$ cat config.mk
export PLATFORM = sky130hd
export DESIGN_NAME = uart_tx_scheduler
export DESIGN_NICKNAME = d
export VERILOG_FILES = /design/src/rtl/uart_tx_scheduler.sv
export SDC_FILE = /design/constraint.sdc
export NUM_CORES = 1
export LEC_CHECK = 0
export CORE_UTILIZATION = 49
export DETAILED_ROUTE_END_ITERATION = 12
export PLACE_DENSITY = 0.88
export SLEW_MARGIN = 20
export SYNTH_ARGS = -nofsm -noshare
export SYNTH_HDL_FRONTEND = slang
export SYNTH_SLANG_ARGS = --single-unit
$ cat constraint.sdc
create_clock -name clk -period 2.4 [get_ports clk]
set_input_delay 0.24 -clock clk [delete_from_list [all_inputs] [get_ports clk]]
set_output_delay 0.24 -clock clk [all_outputs]
set_load 0.05 [all_outputs]
$ cat src/rtl/uart_tx_scheduler.sv
// Round-robin scheduler sharing one 8N1 UART transmitter between four byte requesters.
// The transmitter has no ready/busy output, so frame spacing comes from a fixed-length wait counter.
module uart_tx_scheduler #(
  parameter int unsigned BAUD_DIV   = 108,
  parameter int unsigned GAP_CYCLES = 10
) (
  input  logic        clk,
  input  logic        rstn,
  input  logic [3:0]  req_valid,
  input  logic [31:0] req_data,
  output logic [3:0]  req_ready,
  output logic [7:0]  tdata,
  output logic        tdata_req,
  output logic        busy,
  output logic [1:0]  grant_id,
  output logic        tx_done
);

  localparam int unsigned FRAME_CYCLES = 10 * (BAUD_DIV + 1) + GAP_CYCLES;
  localparam int unsigned CNT_W        = $clog2(FRAME_CYCLES);
  localparam logic [CNT_W-1:0] CNT_LAST = CNT_W'(FRAME_CYCLES - 1);

  typedef enum logic [1:0] {
    IDLE  = 2'd0,
    ISSUE = 2'd1,
    WAIT  = 2'd2
  } state_t;

  state_t           state;
  logic [CNT_W-1:0] cnt;
  logic [1:0]       pick;
  logic [1:0]       idx;
  logic             found;

  // Round-robin pick: first pending requester after the last one granted.
  always_comb begin
    pick  = grant_id;
    idx   = grant_id;
    found = 1'b0;
    for (int i = 1; i <= 4; i++) begin
      idx = 2'(grant_id + 2'(i));
      if (!found && req_valid[idx]) begin
        pick  = idx;
        found = 1'b1;
      end
    end
  end

  always_ff @(posedge clk) begin
    if (!rstn) begin
      state     <= IDLE;
      cnt       <= '0;
      req_ready <= 4'b0000;
      tdata     <= 8'h00;
      tdata_req <= 1'b0;
      busy      <= 1'b0;
      grant_id  <= 2'd3;
      tx_done   <= 1'b0;
    end else begin
      tx_done <= 1'b0;
      case (state)
        IDLE: begin
          if (found) begin
            tdata     <= req_data[{pick, 3'b000} +: 8];
            grant_id  <= pick;
            req_ready <= 4'b0001 << pick;
            tdata_req <= 1'b1;
            busy      <= 1'b1;
            state     <= ISSUE;
          end
        end
        ISSUE: begin
          tdata_req <= 1'b0;
          req_ready <= 4'b0000;
          cnt       <= '0;
          state     <= WAIT;
        end
        WAIT: begin
          // Window covers ten bit times plus the inter-frame gap; tdata stays held.
          if (cnt == CNT_LAST) begin
            tx_done <= 1'b1;
            busy    <= 1'b0;
            state   <= IDLE;
          end else begin
            cnt <= cnt + CNT_W'(1);
          end
        end
        default: begin
          state <= IDLE;
        end
      endcase
    end
  end

endmodule
==> impl_summary.log, run 1 <==
[metrics] Final Hold Vio Count: 0
[metrics] most frequent standard cell in the layout excluding fill and tap cells: clkdlybuf4s50_1
[metrics] cell taking the most area after synthesis: dfxtp_1
[metrics] number of warnings issued by yosys: 0
[metrics] setup violation total in the final timing report: 0
[metrics] dominant synthesized flop cell: dfxtp_1
[metrics] area of placed instances: approximately 2300 µm²
[metrics] clock tree from TritonCTS: done
[metrics] port buffer count: 54
[metrics] crit path launch type: flop
[metrics] launch point of the worst reg-to-reg path: grant_id[0]
[metrics] Std-Cell Core Area: 3100 µm²
[metrics] crit-path max cell delay: ~860 ps
[metrics] Post-Place Worst Slack: 298 ps
[metrics] internal power contribution: 961 µW
[metrics] DIE HEIGHT: 59.9 µm
[metrics] max-cap violations: 0
[metrics] worst hold path type: flop to flop
[metrics] Hold-fix buffers, CTS: 0
[metrics] max-slew violations: 0
[metrics] VDD IR max: 498 µV
[metrics] non-filler instance count after layout: 286
[metrics] setup repair after global routing missed its margin: no
[metrics] clk buf depth: 2
[metrics] worst-skew pair later-pin latency: 330 ps
[metrics] worst hold path cell count: 2
[metrics] # Post-CTS Setup Buffers: 0
[metrics] final worst clock skew: 11.2 ps
[metrics] worst max-slew margin expressed relative to the limit: approximately 65%
[metrics] Top Family by Delay on Critical Path: buffers and inverters
[metrics] number of top-level design ports: 55
[metrics] final standard cell area without fillers: 2310 µm²
[metrics] clock share of power: 20.2%
[metrics] clock period minus final worst setup slack: 1920 ps
[metrics] top area cells in the synthesized netlist: dfxtp_1, mux2i_1, o221ai_2
[metrics] vias: approximately 1600
[metrics] post-synthesis async set-or-reset flop share: 0%
[metrics] vias in the first global route: 1417
[metrics] die outline area: ~3600 µm²
[metrics] P_sw: approximately 580 µW
[metrics] number of placement rows: 20
[metrics] Max Clk Rate: 521 MHz
[metrics] Pwr per Cell Area: 669 nW/µm²
[metrics] Area Overhead vs Synth: 41.0%
[metrics] initial cell density of the core: between 50% and 60%
[metrics] Post-Synthesis Cell Area: 1640 µm²
[metrics] gate count after technology mapping: approximately 180
[metrics] sort of element at the end of the critical path: primary output
[metrics] Slowest cell on crit path: clkdlybuf4s50_1
[metrics] CP Cell Sequence: clkdlybuf4s50_1
[metrics] total instance count after detailed placement: 278
[metrics] routed vias/inst: approximately 5.6
[metrics] global-route wire length before repair: 6270 µm
[metrics] net switching share of the total power: a little under two fifths
[metrics] number of synthesized register bits: 30
[metrics] sequential element share of the synthesized area: between 30% and 40%
[metrics] violation count after the first detailed-routing iteration: 94
[metrics] critical path buffer and inverter count: 1
[metrics] Tot GR Track Use: 24.1%
[metrics] reg2reg setup slack: 620 ps
[metrics] maximum net fanout on the critical path: 7
[metrics] Die W: 59.9 µm
[metrics] timing startpoint of the critical path: grant_id[1]
[metrics] most frequent cells in the layout: clkdlybuf4s50_1, dfxtp_1, mux2i_1
[metrics] post-synthesis cell type count: 42
[metrics] Pre-antenna DRT Iters: 4
[metrics] CP Class: flop to primary output
[metrics] data arrival time of the worst path: 1680 ps
[metrics] final hold slack: between 400 and 500 ps
[metrics] antenna fix cells: 0
[metrics] Comb power frac: approximately two fifths
[metrics] number of cells upsized or downsized after cts: 0
[metrics] Worst R2R Path Depth: 6
[metrics] synthesized netlist net count: 222
[metrics] worst path required time: 2160 ps
[metrics] post-route ant nets: 0
[metrics] share of final-layout standard cells stronger than drive strength 1: 11.6%
[metrics] total clock buffers created by CTS: 5
[metrics] WL final: 4120 µm
[metrics] maximum number of pins on one net before global-route repair: 16
[metrics] setup slack of the critical path after layout: 480 ps
[metrics] number of flops mapped to enable cells by yosys: 0
[metrics] Tcrit/Tclk final: 80.0%
[metrics] Clk pin slew, worst setup/hold paths: 90 ps
[metrics] result of the run: finished, final reports clean
[metrics] reg2reg end: tdata[0]
[metrics] post-detailed-route DRC marker count: 0
[metrics] Clock Sink Count: 30
[metrics] gpl congestion: 0.852
[metrics] sequential share of power: 38.4%
[metrics] root buf cell: clkbuf_4
[metrics] depth of the critical timing path with buffers and inverters included: 1
[metrics] Leakage: between 0.9 and 1 nW
[metrics] total number of H-tree levels: 2
[metrics] Total Negative Setup Slacks: 0 ps
[metrics] capture point of the critical path: grant_id[1]
[metrics] dpl hpwl: 3070 µm
[metrics] Avg WL per Cell: 14.4 µm
[metrics] overall overflow remaining after global route: 0
[metrics] area share of the leading cell type in the synthesized netlist: 36.6%
[metrics] transition time of the tightest slew-check pin: 529 ps
[metrics] net count reported at finish: 280
[metrics] synthesized area per cell: 8.96 µm²
[metrics] number of antenna violations at the first check in global routing: 0
## final cells by class
class                   instances  area, µm²
multi-input cells             140        980
fillers                       244        791
repair buffers                 61        606
inverters                       3       11.3
clock buffers                   7       55.1
clock inverters                 1       5.00
well taps                      44       55.1
flip-flops and latches         30        601
## routing by layer
| metal | GRT usage (%) | part of all wire (%) |
|---|---|---|
| met1 | 30.7 | 46 |
| met2 | 36.0 | 49 |
| met3 | 7.36 | 2.9 |
| met4 | 13.3 | 2.1 |
| met5 | 0 | 0 |
## synth_stat cells (4+ instances only)
master	number
a21oi_1	14
and3_1	5
clkbuf_1	4
dfxtp_1	30
mux2i_1	16
nand2_1	11
nand2b_1	5
nand3_1	10
nor2_1	15
nor2b_1	6
o21ai_0	6
o221ai_2	8
or3_1	4
## cell families after synthesis
group / synth area share, %
XOR/XNOR: 1.07
buffers and inverters: 4.35
flip-flops: 36.6
multiplexers: 9.76
AND/OR/NAND/NOR: 24.6
AO/OA/AOI/OAI: 22.9
adder cells (fa/ha/maj): 0.763
## power groups by stage
stage               Sequential (mW)  Combinational [mW]  Clock, mW
floorplan                     0.759               0.260          0
global placement              0.602               0.630          0
detailed placement            0.603               0.640          0
CTS                           0.592               0.642      0.325
global route                  0.600               0.674      0.344
finish                        0.593               0.641      0.312
## per-stage QoR
step           power (mW)  utilization [%]
2_1_floorplan        1.02                -
3_3_place_gp         1.23             72.6
3_5_place_dp         1.24             72.6
4_1_cts              1.56             74.5
5_1_grt              1.62             74.5
6_report             1.55             74.5
## registers in the layout (all words and copies together), names as in the netlist
register / cells
cnt: 11
tdata: 8
req_ready: 4
grant_id: 2
state: 2
busy: 1
tdata_req: 1
tx_done: 1
## how the worst min path moves through the flow
stage | start | end
finish | req_ready[3] | req_ready[3]
floorplan | rstn | cnt[4]
global route | req_ready[1] | req_ready[1]
detailed placement | req_ready[1] | req_ready[1]
CTS | req_ready[1] | req_ready[1]
global placement | req_ready[1] | req_ready[1]
(Power assumes the default switching activity.)
==> inputs of run 2 (changes only) <==
Settings changed: CORE_UTILIZATION 49 to 41, PLACE_DENSITY 0.88 to 0.79.
Clock period 2.4 ns to 1.6 ns, I/O delays scaled along.
==> impl_summary.log, run 2 (same netlist as run 1, synthesis figures left out) <==
[metrics] result of the run: complete, but fails checks
[metrics] violations in the final reports: setup timing
[metrics] crit-path max cell delay: 380 ps (-480 ps)
[metrics] net count reported at finish: 306 (+9.3%)
[metrics] Final Hold Vio Count: 0 (unchanged)
[metrics] Std-Cell Core Area: 3740 µm² (+21%)
[metrics] Slowest cell on crit path: a221oi_4
[metrics] Max Clk Rate: ~600 MHz
[metrics] clock period minus final worst setup slack: 1630 ps
[metrics] WL final: 4770 µm (+16%)
[metrics] data arrival time of the worst path: 1800 ps (+120 ps)
[metrics] Post-Place Worst Slack: -398 ps (-696 ps)
[metrics] largest reg by FF count: cnt
[metrics] violation count after the first detailed-routing iteration: 150 (+60%)
[metrics] post-route ant nets: 0 (unchanged)
[metrics] sort of element at the end of the critical path: flop
[metrics] worst hold path type: flop to flop
[metrics] area of placed instances: 2410 µm² (+6.9%)
[metrics] Clock Sink Count: 30 (unchanged)
[metrics] gpl congestion: 0.790 (-7.2%)
[metrics] maximum number of pins on one net before global-route repair: 16 (unchanged)
[metrics] root buf cell: clkbuf_8
[metrics] die outline area: 4260 µm² (+19%)
[metrics] Pwr per Cell Area: 999 nW/µm² (+49%)
[metrics] maximum net fanout on the critical path: 5 (-2)
[metrics] number of placement rows: 22 (+10%)
[metrics] number of flip-flops under the largest register name: 11 (unchanged)
[metrics] worst-skew pair later-pin latency: 290 ps (-40 ps)
[metrics] initial cell density of the core: 43.8% (-9.0 points)
[metrics] worst path required time: 1760 ps (-400 ps)
[metrics] Leakage: 1.08 nW (+19%)
[metrics] overall overflow remaining after global route: 0 (unchanged)
[metrics] Die W: 65.3 µm (+9.0%)
[metrics] vias: 1713 (+6.7%)
[metrics] Tcrit/Tclk final: 102%
[metrics] DIE HEIGHT: 65.3 µm (+9.0%)
[metrics] routed vias/inst: 5.42 (-3.4%)
[metrics] final core occ: 69.9% (-4.6 points)
[metrics] final worst clock skew: 5.81 ps (-5.43 ps)
[metrics] max-cap violations: 0 (unchanged)
[metrics] Pre-antenna DRT Iters: 4 (unchanged)
[metrics] most frequent cells in the layout: buf_4, clkdlybuf4s50_1, dfxtp_1
[metrics] setup repair after global routing missed its margin: yes
[metrics] dpl hpwl: 3290 µm (+7.2%)
[metrics] number of top-level design ports: 55 (unchanged)
[metrics] biggest registers after layout: cnt: 11 flops, tdata: 8 flops, req_ready: 4 flops
[metrics] vias in the first global route: 1685 (+19%)
[metrics] max-slew violations: 0 (unchanged)
[metrics] CP Class: flop to flop
[metrics] clk buf depth: 2 (unchanged)
[metrics] Area Overhead vs Synth: 59.5%
[metrics] total power of the final layout: 2.61 mW (+69%)
[metrics] most frequent standard cell in the layout excluding fill and tap cells: buf_4
[metrics] total number of H-tree levels: 2 (unchanged)
[metrics] transition time of the tightest slew-check pin: 391 ps (-138 ps)
[metrics] Clk pin slew, worst setup/hold paths: 60 ps (-30 ps)
[metrics] share of final-layout standard cells stronger than drive strength 1: 34.7% (+23 points)
[metrics] setup violation total in the final timing report: 7 (+7)
[metrics] number of antenna violations at the first check in global routing: 0 (unchanged)
[metrics] antenna fix cells: 0 (unchanged)
[metrics] setup slack of the critical path after layout: -33.3 ps (-514 ps)
[metrics] clock tree from TritonCTS: done
[metrics] total clock buffers created by CTS: 5 (unchanged)
[metrics] Avg WL per Cell: 15.1 µm (+4.9%)
[metrics] final standard cell area without fillers: 2620 µm² (+13%)
[metrics] crit path launch type: flop
[metrics] CP Cell Sequence: nor2b_2, a21o_1, a221oi_4, buf_6, mux2i_2, o221ai_2
[metrics] port buffer count: 54 (unchanged)
[metrics] global-route wire length before repair: 7940 µm (+27%)
[metrics] Hold-fix buffers, CTS: 0 (unchanged)
[metrics] reg2reg setup slack: -30 ps (-650 ps)
[metrics] worst max-slew margin expressed relative to the limit: 73.7% (+9.1 points)
[metrics] Layout fillers: 297 (+22%)
[metrics] Tot GR Track Use: 24.4% (+0.26 points)
[metrics] post-detailed-route DRC marker count: 0 (unchanged)
[metrics] final hold slack: 454 ps (-10.2 ps)
[metrics] VDD IR max: 610 µV (+22%)
run 2: per-layer routing:
layer | GRT usage, % | vias up | wire length [µm]
li1 | - | 847 | -
met3 | 5.38 | 8 | 165
met5 | 0 | - | 0
met2 | 39.2 | 38 | 2300
met4 | 9.24 | 0 | 93
met1 | 31.5 | 820 | 2220
run 2: worst max-delay path: cells and delay by family (launching register included):
family | cells | cell delay (ps)
buf+inv | 1 | 200
flops | 1 | 350
mux | 1 | 230
compound gates | 3 | 680
simple gates | 1 | 40
run 2: path summary, 6_finish.rpt:
| check | from | end | cells past startpoint |
|---|---|---|---|
| setup / recovery | grant_id[0] | tdata[2] | 6 |
| setup reg to reg | grant_id[0] | tdata[2] | 6 |
| hold / removal | req_ready[3] | req_ready[3] | 2 |
| hold reg to reg | req_ready[3] | req_ready[3] | 2 |
run 2: report_power, final:
| part | switching (mW) | total, mW | leakage (nW) | internal, mW |
|---|---|---|---|---|
| Clock | 0.290 | 0.636 | 0.0482 | 0.346 |
| Combinational | 0.609 | 1.09 | 0.784 | 0.480 |
| Sequential | 0.0559 | 0.888 | 0.246 | 0.832 |
| Total | 0.955 | 2.61 | 1.08 | 1.66 |
run 2: per-stage QoR:
stage               TNS, ps  std cells
CTS                    -101        315
global placement      -5150        306
finish                 -145        316
floorplan              -309        183
detailed placement    -5350        306
global route           -917        316
run 2: layout make-up:
type	count	area, µm²	area share, %
inverter	3	11.3	0.430
tap	48	60.1	2.30
sequential	30	608	23.2
clock inverter	1	5.00	0.191
clock buffer	7	86.3	3.30
multi-input combinational	140	1070	41.0
timing repair buffer	87	772	29.5
run 2: timing repair:
item / 4_1_cts / 5_1_grt
buffers inserted: 0 / 1
setup endpoints to repair: 13 / 18
pin swaps: 3 / 7
gates resized for setup: 14 / 15
gates cloned: 1 / 0
